--- src/rtl/tx_scheduler.sv ---
// tx_scheduler: two-port round-robin scheduler that feeds packet headers to
// a single transmitter. Port 0 carries connection-FSM packets and port 1
// the ACK-only responder's packets.
// Optional watchdog on the BUSY state: define TX_SCHEDULER_TIMEOUT_EN.
module tx_scheduler #(
    parameter logic [19:0] TIMEOUT = 20'd650000
) (
    input  logic        clk,
    input  logic        reset_n,
    input  logic        req0,
    input  logic [31:0] seq0,
    input  logic [31:0] ack0,
    input  logic [8:0]  flags0,
    input  logic        req1,
    input  logic [31:0] seq1,
    input  logic [31:0] ack1,
    input  logic [8:0]  flags1,
    output logic        tx_start,
    output logic [31:0] tx_seq,
    output logic [31:0] tx_ack,
    output logic [8:0]  tx_flags,
    input  logic        tx_done,
    output logic        sent0,
    output logic        sent1,
    output logic        grant_id,
    output logic        tx_timeout,
    output logic        overwrite,
    output logic [1:0]  statedisplay
);

    // Handshake: every control signal is a single-cycle pulse. A req pulse
    // hands over its header at that edge (no back-pressure; a newer req
    // replaces an ungranted one). tx_start offers the header held on tx_*,
    // and tx_done closes it; tx_done is only meaningful while BUSY.

    typedef enum logic [1:0] {
        IDLE = 2'd0,
        LOAD = 2'd1,
        BUSY = 2'd2
    } state_t;

    state_t      state;
    state_t      state_next;

    logic        pend0;
    logic        pend1;
    logic [31:0] buf_seq0;
    logic [31:0] buf_ack0;
    logic [8:0]  buf_flags0;
    logic [31:0] buf_seq1;
    logic [31:0] buf_ack1;
    logic [8:0]  buf_flags1;

    logic        start_grant;
    logic        winner;
    logic        clr0;
    logic        clr1;
    logic        done_ev;
    logic        timeout_ev;

    // Arbitration: the non-owner wins a tie, otherwise whoever is pending.
    always_comb begin
        start_grant = (state == IDLE) && (pend0 || pend1);
        winner      = (pend0 && pend1) ? ~grant_id : pend1;
        clr0        = start_grant && !winner;
        clr1        = start_grant && winner;
        done_ev     = (state == BUSY) && tx_done;
    end

`ifdef TX_SCHEDULER_TIMEOUT_EN
    logic [19:0] watchdog;

    assign timeout_ev = (state == BUSY) && !tx_done && (watchdog == TIMEOUT - 20'd1);

    // Watchdog counts BUSY cycles; cleared on the LOAD->BUSY transition.
    always_ff @(posedge clk or negedge reset_n) begin
        if (!reset_n) begin
            watchdog   <= 20'd0;
            tx_timeout <= 1'b0;
        end else begin
            tx_timeout <= timeout_ev;
            if (state == LOAD) begin
                watchdog <= 20'd0;
            end else if (state == BUSY) begin
                watchdog <= watchdog + 20'd1;
            end
        end
    end
`else
    // Without the watchdog BUSY waits for tx_done forever; TIMEOUT is
    // referenced only so the parameter stays part of the interface.
    assign timeout_ev = 1'b0;
    assign tx_timeout = 1'b0 & (TIMEOUT != 20'd0);
`endif

    // State register.
    always_ff @(posedge clk or negedge reset_n) begin
        if (!reset_n) begin
            state <= IDLE;
        end else begin
            state <= state_next;
        end
    end

    // Next-state logic; the unused encoding falls back to IDLE.
    always_comb begin
        state_next = state;
        case (state)
            IDLE:    if (start_grant) state_next = LOAD;
            LOAD:    state_next = BUSY;
            BUSY:    if (done_ev || timeout_ev) state_next = IDLE;
            default: state_next = IDLE;
        endcase
    end

    assign tx_start     = (state == LOAD);
    assign statedisplay = state;

    // Pending bits and header buffers; a new req beats a same-edge clear.
    always_ff @(posedge clk or negedge reset_n) begin
        if (!reset_n) begin
            pend0      <= 1'b0;
            pend1      <= 1'b0;
            buf_seq0   <= 32'd0;
            buf_ack0   <= 32'd0;
            buf_flags0 <= 9'd0;
            buf_seq1   <= 32'd0;
            buf_ack1   <= 32'd0;
            buf_flags1 <= 9'd0;
            overwrite  <= 1'b0;
        end else begin
            pend0     <= req0 || (pend0 && !clr0);
            pend1     <= req1 || (pend1 && !clr1);
            overwrite <= (req0 && pend0 && !clr0) || (req1 && pend1 && !clr1);
            if (req0) begin
                buf_seq0   <= seq0;
                buf_ack0   <= ack0;
                buf_flags0 <= flags0;
            end
            if (req1) begin
                buf_seq1   <= seq1;
                buf_ack1   <= ack1;
                buf_flags1 <= flags1;
            end
        end
    end

    // Grant bookkeeping: latch the winner's header and report completion.
    always_ff @(posedge clk or negedge reset_n) begin
        if (!reset_n) begin
            tx_seq   <= 32'd0;
            tx_ack   <= 32'd0;
            tx_flags <= 9'd0;
            grant_id <= 1'b1;
            sent0    <= 1'b0;
            sent1    <= 1'b0;
        end else begin
            sent0 <= done_ev && !grant_id;
            sent1 <= done_ev && grant_id;
            if (start_grant) begin
                grant_id <= winner;
                tx_seq   <= winner ? buf_seq1   : buf_seq0;
                tx_ack   <= winner ? buf_ack1   : buf_ack0;
                tx_flags <= winner ? buf_flags1 : buf_flags0;
            end
        end
    end

endmodule

--- config.mk ---
export PLATFORM = sky130hd
export DESIGN_NAME = tx_scheduler
export DESIGN_NICKNAME = d
export VERILOG_FILES = /design/src/rtl/tx_scheduler.sv
export SDC_FILE = /design/constraint.sdc
export NUM_CORES = 1
export LEC_CHECK = 0
export BUFFER_PORTS_ARGS = -buffer_cell sky130_fd_sc_hd__buf_2
export CORE_ASPECT_RATIO = 0.7
export CORE_UTILIZATION = 53
export DETAILED_ROUTE_END_ITERATION = 8
export PLACE_DENSITY = 0.81
export SYNTH_ARGS = -nofsm -noshare
export SYNTH_HDL_FRONTEND = slang
export SYNTH_SLANG_ARGS = --single-unit
--- constraint.sdc ---
create_clock -name clk -period 1.8 [get_ports clk]
set_clock_uncertainty 0.1 [all_clocks]
set_input_delay 0.27 -clock clk [delete_from_list [all_inputs] [get_ports clk]]
set_output_delay 0.27 -clock clk [all_outputs]
set_load 0.02 [all_outputs]
==> results.md <==
- Final setup fails: 0
- Total track usage: 30.6%
- F_max: 571 MHz
- Levels on crit path: 4
- Slowest cell on crit path: dfrtp_1
- Core area: 16600 µm²
- HP Class: input pin to flip-flop
- Layout cells sized above 1: 42.0%
- Die W: 159 µm
- Startpoint Class: flip-flop
- Clock Sinks: 227
- CP Launch Point: statedisplay[0]$_DFFE_PN0P_
- Flop2flop setup slack: 0.05 ns
- Critical path required time: 2.08 ns
- Hold WS: 0.166 ns
- Fin. Hold Viols: 0
- Ys async rst share: 100%
- CP Data Arrival Time: 2.03 ns
- Via/cell ratio: 5.72
- Top cell type's share of synthesized area: 61.6%
- Vias in the first global route: 7786
- Setup ws final: 0.0477 ns
- Seq/Total Area, Yosys: 61.9%
- Syn Area/Cell: 13.7 µm²
- Leakage: 6.04 nW
- Pre-CTS WS: 0.0621 ns
- DRT antenna net count: 0
- Routed WL: 26900 µm
- Detail Placement HPWL: 14600 µm
- Worst path bufs/invs: 1
- Drt pass-1 iters: 5
- PortBufs: 230
- Largest net degree at the start of global routing: 55
- Initial antenna violation count: 0
- Initial core utilization: 55.2%
- FP Rows: 39
- Cell Chain, Critical Path: or2_2 -> o21bai_4 -> buf_12 -> a221o_1
- Flops & latches, synth: 227
- Height of the die: 112 µm
- Post-synth top cells: dfrtp_1, mux2_2, nand2_1, a221o_1, nor3_1
- Ys flop type: dfrtp_1
- Final Max Slew Viols: 0
- R2R Path Start: statedisplay[0]$_DFFE_PN0P_
- Reg clk slew, reported paths: 0.06 ns
- Max VDD drop: 1.31 mV
- Final Critical Period: 1.75 ns
- Post-synth EDFFs: 0
- Die Area: 17900 µm²
- Congestion Overflow GR: 0
- Final Util: 77.6%
- DR vias: 7326
- Max incr delay on CP: 0.40 ns
- Max clock buf depth: 3
- Power per standard cell area: 1530 nW/µm²
- TritonCTS clock tree: done
- Clk_lat worst skew: 0.50 ns
- WS Path Type: flip-flop to flip-flop
- Iter 0 DRT Violations: 548
- Synthesis Warnings: 0
- Cell count of the worst reg-to-reg path: 4
- Status: finished clean
- Total negative slack: 0 ns
- Area growth, synth to finish: 40.7%
- Crit Reg-Reg Endpoint: tx_seq[14]$_DFFE_PN0N_
- Synth area leaders: dfrtp_1, mux2_2, a221o_1, nor3_1, nand2_1
- Final GP Congestion: 0.789
- RSZ-0062 raised after global routing: no
- Ports: 232
- Root Driver: clkbuf_16
- # DRC: 0
- H-tree depth: 1
- Max cap viols: 0
- Global-route wire length before repair: 42800 µm
- Crit-path leading delay family: compound AO/OA/AOI/OAI gates
- Critical Path Sink Type: flip-flop
- Routed len/inst: 21.0 µm
- # nets final: 1191
- Total power draw: 19.8 mW
- Post-Syn Area: 9180 µm²
- Critical Path End: tx_seq[14]$_DFFE_PN0N_
- Part of the cycle the worst path needs: 97.4%
- Maximum fanout along the worst path: 50
- Syn Inst Count: 671
- Syn_nets: 822
- Most frequent cell after synthesis: dfrtp_1
- Distinct cells, synth: 26
- Number of diodes: 0
- Synth area leader: dfrtp_1
- Clock buffer count from CTS: 21
[final cells by class]
class | count | area (µm²)
Sequential cell | 227 | 5680
Fill cell | 959 | 3730
Multi-Input combinational cell | 383 | 3170
Timing Repair Buffer | 404 | 3010
Clock buffer | 30 | 609
Tap cell | 225 | 282
Clock inverter | 8 | 148
Inverter | 3 | 11.3
[worst min path at each step]
stage	startpoint	cells after the start	endpoint
after floorplan	reset_n	0	buf_ack0[0]$_DFFE_PN0P_
after global placement	reset_n	1	buf_ack1[6]$_DFFE_PN0P_
after detailed placement	reset_n	1	tx_ack[6]$_DFFE_PN0N_
after CTS	req0	3	pend0$_DFF_PN0_
after global routing	req0	3	pend0$_DFF_PN0_
final	req0	3	pend0$_DFF_PN0_
[worst min-delay path, delay by kind of cell]
family | cells | cell delay, ns
buf+inv | 2 | 0.32
simple gates | 1 | 0.12
[per-stage QoR]
stage / area (µm²) / std cells
2_1_floorplan: 9180 / 671
3_3_place_gp: 10600 / 1091
3_5_place_dp: 10600 / 1091
4_1_cts: 12900 / 1277
5_1_grt: 12900 / 1280
6_report: 12900 / 1280
[state kept, by name, indices dropped and copies added, names as in the netlist, 9 cells and up]
register / flops
buf_ack0: 32
buf_ack1: 32
buf_seq0: 32
buf_seq1: 32
tx_ack: 32
tx_seq: 32
buf_flags0: 9
buf_flags1: 9
tx_flags: 9
[placed cells by master (no fill, tap or decap), types with 2 or more instances in the layout]
cell | synthesis | layout
a21o_1 | 2 | 2
a221o_1 | 73 | 73
buf_12 | 0 | 11
buf_2 | 15 | 227
buf_4 | 4 | 14
buf_8 | 0 | 2
bufinv_16 | 0 | 4
clkbuf_1 | 22 | 4
clkbuf_16 | 0 | 22
clkbuf_8 | 0 | 5
clkinv_2 | 0 | 2
dfrtp_1 | 226 | 225
dlygate4sd3_1 | 0 | 148
inv_1 | 3 | 3
inv_6 | 0 | 2
mux2_2 | 146 | 146
nand2_1 | 74 | 74
nor2b_1 | 3 | 2
nor3_1 | 73 | 72
[logic make-up after synthesis]
family,share of synthesized area [%]
other,0.0409
multiplexers,18.0
AO/OA/AOI/OAI,8.81
flip-flops,61.9
buffers and inverters,3.76
AND/OR/NAND/NOR,7.46
[routing by layer]
metal | vias to the layer above | GRT usage [%] | share of wire (%)
met4 | 0 | 9.55 | 3.3
met3 | 76 | 5.51 | 7.2
met2 | 394 | 52.9 | 50
met1 | 3661 | 39.8 | 40
li1 | 3195 | - | -
met5 | - | 0 | 0
[power by group]
group | total, mW | internal [mW] | switching [mW]
clock network | 4.86 | 2.94 | 1.92
registers | 7.27 | 6.37 | 0.898
logic | 7.64 | 3.19 | 4.45
[what timing repair did]
| item | in CTS | in global routing |
|---|---|---|
| hold endpoints to repair | 376 | 0 |
| buffers inserted | 0 | 2 |
| resized for setup | 0 | 4 |
| setup endpoints to repair | 0 | 66 |
| hold buffers | 148 | 0 |
No activity file was read; power rests on OpenSTA's default activity.
